`config.mk`:
```
export PLATFORM = sky130hd
export DESIGN_NAME = pixel_row_loader
export DESIGN_NICKNAME = d
export VERILOG_FILES = /design/src/rtl/display_pkg.sv /design/src/rtl/pixel_row_loader_row_assembler.sv /design/src/rtl/pixel_row_loader.sv
export SDC_FILE = /design/constraint.sdc
export NUM_CORES = 2
export LEC_CHECK = 0
export ABC_AREA = 0
export CORE_MARGIN = 2
export CORE_UTILIZATION = 25
export DETAILED_ROUTE_END_ITERATION = 8
export SYNTH_ARGS = -nofsm -noshare
export SYNTH_HDL_FRONTEND = slang
export SYNTH_HIERARCHICAL = 1
export SYNTH_SLANG_ARGS = --single-unit
```
`constraint.sdc`:
```
create_clock -name clk -period 2.47 [get_ports clk]
set_clock_uncertainty 0.05 [all_clocks]
set_input_delay 0.247 -clock clk [delete_from_list [all_inputs] [get_ports clk]]
set_output_delay 0.247 -clock clk [all_outputs]
set_load 0.05 [all_outputs]
```
`src/rtl/display_pkg.sv`:
```
// Shared display constants: geometry, header layout, channel numbering and loader states.
// Used by pixel_row_loader, row_assembler and the HUB75 scan engine.
package display_pkg;

    localparam int COLOR_BITS     = 8;
    localparam int ROW_ADDR_BITS  = 6;
    localparam int ROW_ELEM       = 1 << ROW_ADDR_BITS;
    localparam int COL_ADDR_BITS  = 4;
    localparam int PARALLEL_SHIFT = 6;
    localparam int ROW_DAT_WIDTH  = ROW_ELEM * COLOR_BITS;
    localparam int TIMEOUT_CYCLES = 1024;

    localparam int HDR_SYNC_BIT = 7;
    localparam int HDR_CH_MSB   = 6;
    localparam int HDR_CH_LSB   = 4;
    localparam int HDR_ROW_MSB  = 3;
    localparam int CH_BITS      = HDR_CH_MSB - HDR_CH_LSB + 1;
    localparam int CNT_BITS     = ROW_ADDR_BITS + 1;

    localparam int CH_RED   = 0;
    localparam int CH_GREEN = 1;
    localparam int CH_BLUE  = 2;

    typedef enum logic [1:0] {
        HUNT  = 2'd0,
        DATA  = 2'd1,
        WRITE = 2'd2
    } loader_state_e;

    // A header is usable only with sync set and a channel that maps to an existing RAM.
    function automatic logic hdr_ok(input logic [COLOR_BITS-1:0] hdr);
        return hdr[HDR_SYNC_BIT] &&
               (hdr[HDR_CH_MSB:HDR_CH_LSB] < CH_BITS'(PARALLEL_SHIFT));
    endfunction

endpackage

```
`src/rtl/pixel_row_loader_row_assembler.sv`:
```
// row_assembler: right-shifting row accumulator (new byte enters the top) plus byte counter.
// word_nxt exposes the shifted word so the loader can capture it on the final byte.
module row_assembler
    import display_pkg::*;
(
    input  logic                     clk,
    input  logic                     rst_n,
    input  logic                     clr,
    input  logic                     shift,
    input  logic [COLOR_BITS-1:0]    din,
    output logic [ROW_DAT_WIDTH-1:0] word_nxt,
    output logic [CNT_BITS-1:0]      byte_cnt,
    output logic                     last
);

    logic [ROW_DAT_WIDTH-1:0] word_q, word_d;
    logic [CNT_BITS-1:0]      cnt_q, cnt_d;

    assign word_nxt = {din, word_q[ROW_DAT_WIDTH-1:COLOR_BITS]};
    assign byte_cnt = cnt_q;
    // Kept independent of shift so the loader FSM has no combinational loop through here.
    assign last     = (cnt_q == CNT_BITS'(ROW_ELEM - 1));

    always_comb begin
        word_d = word_q;
        cnt_d  = cnt_q;
        if (clr) begin
            cnt_d = '0;
        end else if (shift) begin
            word_d = word_nxt;
            cnt_d  = cnt_q + CNT_BITS'(1);
        end
    end

    always_ff @(posedge clk) begin
        if (!rst_n) begin
            word_q <= '0;
            cnt_q  <= '0;
        end else begin
            word_q <= word_d;
            cnt_q  <= cnt_d;
        end
    end

endmodule

```
`src/rtl/pixel_row_loader.sv`:
```
// Packs a header + 64-byte stream packet into one 512-bit row write to a channel RAM.
// Optional inter-byte timeout: define PIXEL_ROW_LOADER_TIMEOUT_EN.
module pixel_row_loader
    import display_pkg::*;
(
    input  logic                      clk,
    input  logic                      rst_n,
    input  logic                      in_valid,
    output logic                      in_ready,
    input  logic [COLOR_BITS-1:0]     in_data,
    output logic [PARALLEL_SHIFT-1:0] ram_wen,
    output logic [COL_ADDR_BITS-1:0]  ram_waddr,
    output logic [ROW_DAT_WIDTH-1:0]  ram_wdata,
    output logic                      pkt_done,
    output logic                      pkt_err
);

    localparam logic [1:0] ST_HUNT  = 2'(HUNT);
    localparam logic [1:0] ST_DATA  = 2'(DATA);
    localparam logic [1:0] ST_WRITE = 2'(WRITE);

    logic [1:0]                state_q, state_d;
    logic [CH_BITS-1:0]        ch_q, ch_d;
    logic [COL_ADDR_BITS-1:0]  row_q, row_d;
    logic [PARALLEL_SHIFT-1:0] wen_q, wen_d;
    logic [COL_ADDR_BITS-1:0]  waddr_q, waddr_d;
    logic [ROW_DAT_WIDTH-1:0]  wdata_q, wdata_d;
    logic                      done_q, done_d;
    logic                      err_q, err_d;

`ifdef PIXEL_ROW_LOADER_TIMEOUT_EN
    localparam int GAP_BITS = $clog2(TIMEOUT_CYCLES + 1);
    logic [GAP_BITS-1:0] gap_q, gap_d;
`endif

    logic                     xfer;
    logic                     asm_clr, asm_shift, asm_last;
    logic [ROW_DAT_WIDTH-1:0] asm_word_nxt;
    logic [CNT_BITS-1:0]      byte_cnt;

    assign in_ready = (state_q != ST_WRITE);
    assign xfer     = in_valid && in_ready;

    row_assembler u_asm (
        .clk      (clk),
        .rst_n    (rst_n),
        .clr      (asm_clr),
        .shift    (asm_shift),
        .din      (in_data),
        .word_nxt (asm_word_nxt),
        .byte_cnt (byte_cnt),
        .last     (asm_last)
    );

    always_comb begin
        state_d   = state_q;
        ch_d      = ch_q;
        row_d     = row_q;
        wen_d     = '0;
        waddr_d   = waddr_q;
        wdata_d   = wdata_q;
        done_d    = 1'b0;
        err_d     = 1'b0;
        asm_clr   = 1'b0;
        asm_shift = 1'b0;
`ifdef PIXEL_ROW_LOADER_TIMEOUT_EN
        gap_d     = gap_q;
`endif
        case (state_q)
            ST_HUNT: begin
                if (xfer) begin
                    if (hdr_ok(in_data)) begin
                        ch_d    = in_data[HDR_CH_MSB:HDR_CH_LSB];
                        row_d   = in_data[HDR_ROW_MSB:0];
                        asm_clr = 1'b1;
                        state_d = ST_DATA;
`ifdef PIXEL_ROW_LOADER_TIMEOUT_EN
                        gap_d   = '0;
`endif
                    end else begin
                        err_d = 1'b1;
                    end
                end
            end
            ST_DATA: begin
                if (xfer) begin
                    asm_shift = 1'b1;
                    // Output registers load on the final byte so the write lands in the WRITE cycle.
                    if (asm_last) begin
                        state_d = ST_WRITE;
                        wen_d   = PARALLEL_SHIFT'(1) << ch_q;
                        waddr_d = row_q;
                        wdata_d = asm_word_nxt;
                        done_d  = 1'b1;
                    end
`ifdef PIXEL_ROW_LOADER_TIMEOUT_EN
                    gap_d = '0;
                end else if (gap_q == GAP_BITS'(TIMEOUT_CYCLES - 1)) begin
                    state_d = ST_HUNT;
                    err_d   = 1'b1;
                    gap_d   = '0;
                end else begin
                    gap_d = gap_q + GAP_BITS'(1);
`endif
                end
            end
            ST_WRITE: state_d = ST_HUNT;
            default:  state_d = ST_HUNT;
        endcase
    end

    always_ff @(posedge clk) begin
        if (!rst_n) begin
            state_q <= ST_HUNT;
            ch_q    <= '0;
            row_q   <= '0;
            wen_q   <= '0;
            waddr_q <= '0;
            wdata_q <= '0;
            done_q  <= 1'b0;
            err_q   <= 1'b0;
`ifdef PIXEL_ROW_LOADER_TIMEOUT_EN
            gap_q   <= '0;
`endif
        end else begin
            state_q <= state_d;
            ch_q    <= ch_d;
            row_q   <= row_d;
            wen_q   <= wen_d;
            waddr_q <= waddr_d;
            wdata_q <= wdata_d;
            done_q  <= done_d;
            err_q   <= err_d;
`ifdef PIXEL_ROW_LOADER_TIMEOUT_EN
            gap_q   <= gap_d;
`endif
        end
    end

    assign ram_wen   = wen_q;
    assign ram_waddr = waddr_q;
    assign ram_wdata = wdata_q;
    assign pkt_done  = done_q;
    assign pkt_err   = err_q;

    // byte_cnt is observable for debug; the FSM only needs the last flag.
    logic unused_cnt;
    assign unused_cnt = ^byte_cnt;

endmodule

```
==> out/summary.txt <==
Initial antenna violation count: 0
Commonest non-fill, non-tap cell in the layout: nand2_1
Core Util, Final: 0.3210
Crit path cell chain: clkdlybuf4s50_1
Cell variety after synth: 34
Worst VDD drop: 0.5535 mV
Remaining DRCs: 0
Synth warnings: 6
# IOs: 536
Worst-margin pin slew: 0.7906 ns
RR Startpoint: u_asm/byte_cnt[0]
Largest net degree at the start of global routing: 187
Sink Count: 1044
Crit path required time: 2.17 ns
Cells on worst reg2reg path: 8
Crit path max-delay family: buffers and inverters
Clock Path Buffers: 3
Period utilisation layout: 0.9513
Grt ovf: 0
WL final: 121400 um
Antenna Nets Post-Route: 0
CTS root buf: clkbuf_16
Critical Path Start Type: flip-flop
Worst path slowest cell: clkdlybuf4s50_1
Die height: 411.4 um
Initial Utilization: 0.2517
Fraction of registers with async set/reset: 0
Status: finished, final reports clean
Worst Hold Class: input pin to flip-flop
Final worst setup slack: 0.1203 ns
DR WL/cell: 16.73 um
CP bufs+invs: 1
Fin crit period: 2.350 ns
Vias in the first global route: 30530
Post-Syn Instances: 4529
Final setup TNS: 0 ns
Worst path arrival time: 2.05 ns
Maxcap violations: 0
Yosys reg bits: 1044
Synth-to-Final Area Change: 27.50%
Max FO, Critical Path: 2
Peak Freq: 425.6 MHz
Final hold vios: 0
RSZ-0062 raised after global routing: false
Register area share after synthesis: 0.5038
First drt pass iteration count: 7
Most frequent cells in the layout: nand2_1, dfxtp_1, a21boi_1
DIE WIDTH: 411.4 um
HPWL Detailed: 85750 um
GPL Wtd Cong: 0.7923
Hold path endpoint: ram_wdata[506]
H-tree Lvls: 3
Setup violators final: 0
WS Path Type: flip-flop to primary output
Rows: 149
Final Slew Violations: 0
P per Cell Area: 671.1 nW/um^2
Vias: 31140
Syn Area/Cell: 9.160 um^2
Most used DFF post-synth: dfxtp_1
Post-synth EDFFs: 0
Worst Min Path Start: in_data[2]
Leakage: 16.87 nW
TritonCTS buffer count: 114
Worst hold path cell count: 3
Post-Syn Area: 41490 um^2
Later-pin clock latency in the skew report: 0.74 ns
Port bufs: 535
Layout cell share with drive strength beyond 1: 0.2251
CTS tree: built
Core region area: 164800 um^2
First-pass GRT wire length: 183500 um
Number of fill cells: 17070
Reg-to-reg slack, setup: 0.14 ns
Final #Nets: 4982
Area of the die: 169200 um^2
Max stage delay on crit path: 0.99 ns
Via-to-Cell Ratio: 4.290
CP endpoint kind: primary output
Syn_nets: 4541
Worst rel slew slack: 0.4730
Worst setup path start: ram_wdata[5]
Post-Place Setup Slack: 0.03729 ns
Crit Reg-Reg Endpoint: ram_wdata[406]
Clock-pin slew on the worst setup and hold paths: 0.06 ns
Initial DRC count: 1796
Tot GR Track Use: 0.1385
[kinds of logic (layout without fill, tap and decap cells)]
group	after synthesis	in the layout	synth area share
flip-flops	1044	1044	0.5038
multiplexers	8	8	0.001930
other	0	5	0
AO/OA/AOI/OAI	1026	1026	0.2217
AND/OR/NAND/NOR	2092	2092	0.2153
buffers and inverters	354	890	0.05616
XOR/XNOR	4	4	0.0008446
adder cells (fa/ha/maj)	1	1	0.0003015
[cell type report]
| class | instances | area (um^2) | share of cell area |
|---|---|---|---|
| diodes | 5 | 12.51 | 0.0002365 |
| clock buffers | 167 | 3323 | 0.06282 |
| clock inverters | 44 | 561.8 | 0.01062 |
| inverters | 1 | 3.754 | 0.00007096 |
| multi-input cells | 3131 | 18280 | 0.3455 |
| flip-flops and latches | 1044 | 20900 | 0.3951 |
| well taps | 2189 | 2739 | 0.05178 |
| repair buffers | 678 | 7081 | 0.1339 |
[per-stage QoR]
step / power, mW / hold slack, ns / cells / cell area [um^2]
floorplan: 18.02 / 0.3318 / 4529 / 41490
global placement: 18.20 / 0.3868 / 7041 / 48980
detailed placement: 18.20 / 0.3945 / 7041 / 48980
CTS: 36.06 / 0.08029 / 7254 / 52880
global route: 36.78 / 0.1505 / 7254 / 52880
finish: 35.50 / 0.1605 / 7259 / 52900
[cells in the mapped netlist (9+ instances only)]
cell type | n | share of area
a21boi_1 | 611 | 0.11
a21boi_0 | 9 | 0.0016
nand2_2 | 400 | 0.060
buf_4 | 22 | 0.0040
clkbuf_1 | 149 | 0.013
nand2_1 | 1658 | 0.15
dfxtp_1 | 1044 | 0.50
buf_12 | 44 | 0.021
buf_1 | 16 | 0.0014
buf_2 | 114 | 0.014
a21boi_2 | 400 | 0.11
nor2_1 | 9 | 0.00081
[registers in the layout, indices dropped and copies added, names as in the netlist]
| signal | count |
|---|---|
| ram_waddr | 4 |
| u_asm/byte_cnt | 7 |
| ram_wdata | 512 |
| ch_q | 3 |
| u_asm/word_q | 504 |
| pkt_err | 1 |
| ram_wen | 6 |
| pkt_done | 1 |
| row_q | 4 |
| state_q | 2 |
[how the worst max path moves through the flow]
stage,depth (start not counted),slack [ns],to
CTS,1,0.02,ram_wdata[3]
global route,9,0.005,ram_wdata[371]
floorplan,9,0.58,ram_wen[2]
detailed placement,9,0.04,ram_wdata[342]
global placement,8,0.03,u_asm/word_q[167]
finish,1,0.12,ram_wdata[5]
[routing by layer]
metal  share of wire  GRT usage
met5               0          0
met4           0.028    0.04781
met3           0.059    0.03212
met2            0.45     0.2176
met1            0.46     0.1854
[power breakdown]
part,internal (mW),switching [mW]
combinational,0.430,0.536
sequential,16.8,0.0119
clock,10.4,7.28
total,27.7,7.83
[repair_timing]
action	4_1_cts	5_1_grt
hold endpoints to repair	58	0
buffers inserted	1	0
cloned	0	0
hold buffers	1	0
endpoints found under the setup margin	47	4
pin swaps	1	1
gates resized for setup	2	1
[worst reg2reg max path: stages (launching register included)]
cell and delay [ns]:
dfxtp_1 0.37, ha_1 0.21, nand4_1 0.15, nor3b_2 0.25, and4b_4 0.36, buf_12 0.20, buf_12 0.26, nand2_1 0.24
a21boi_1 0.15
Power figures use the tool's default switching activity.
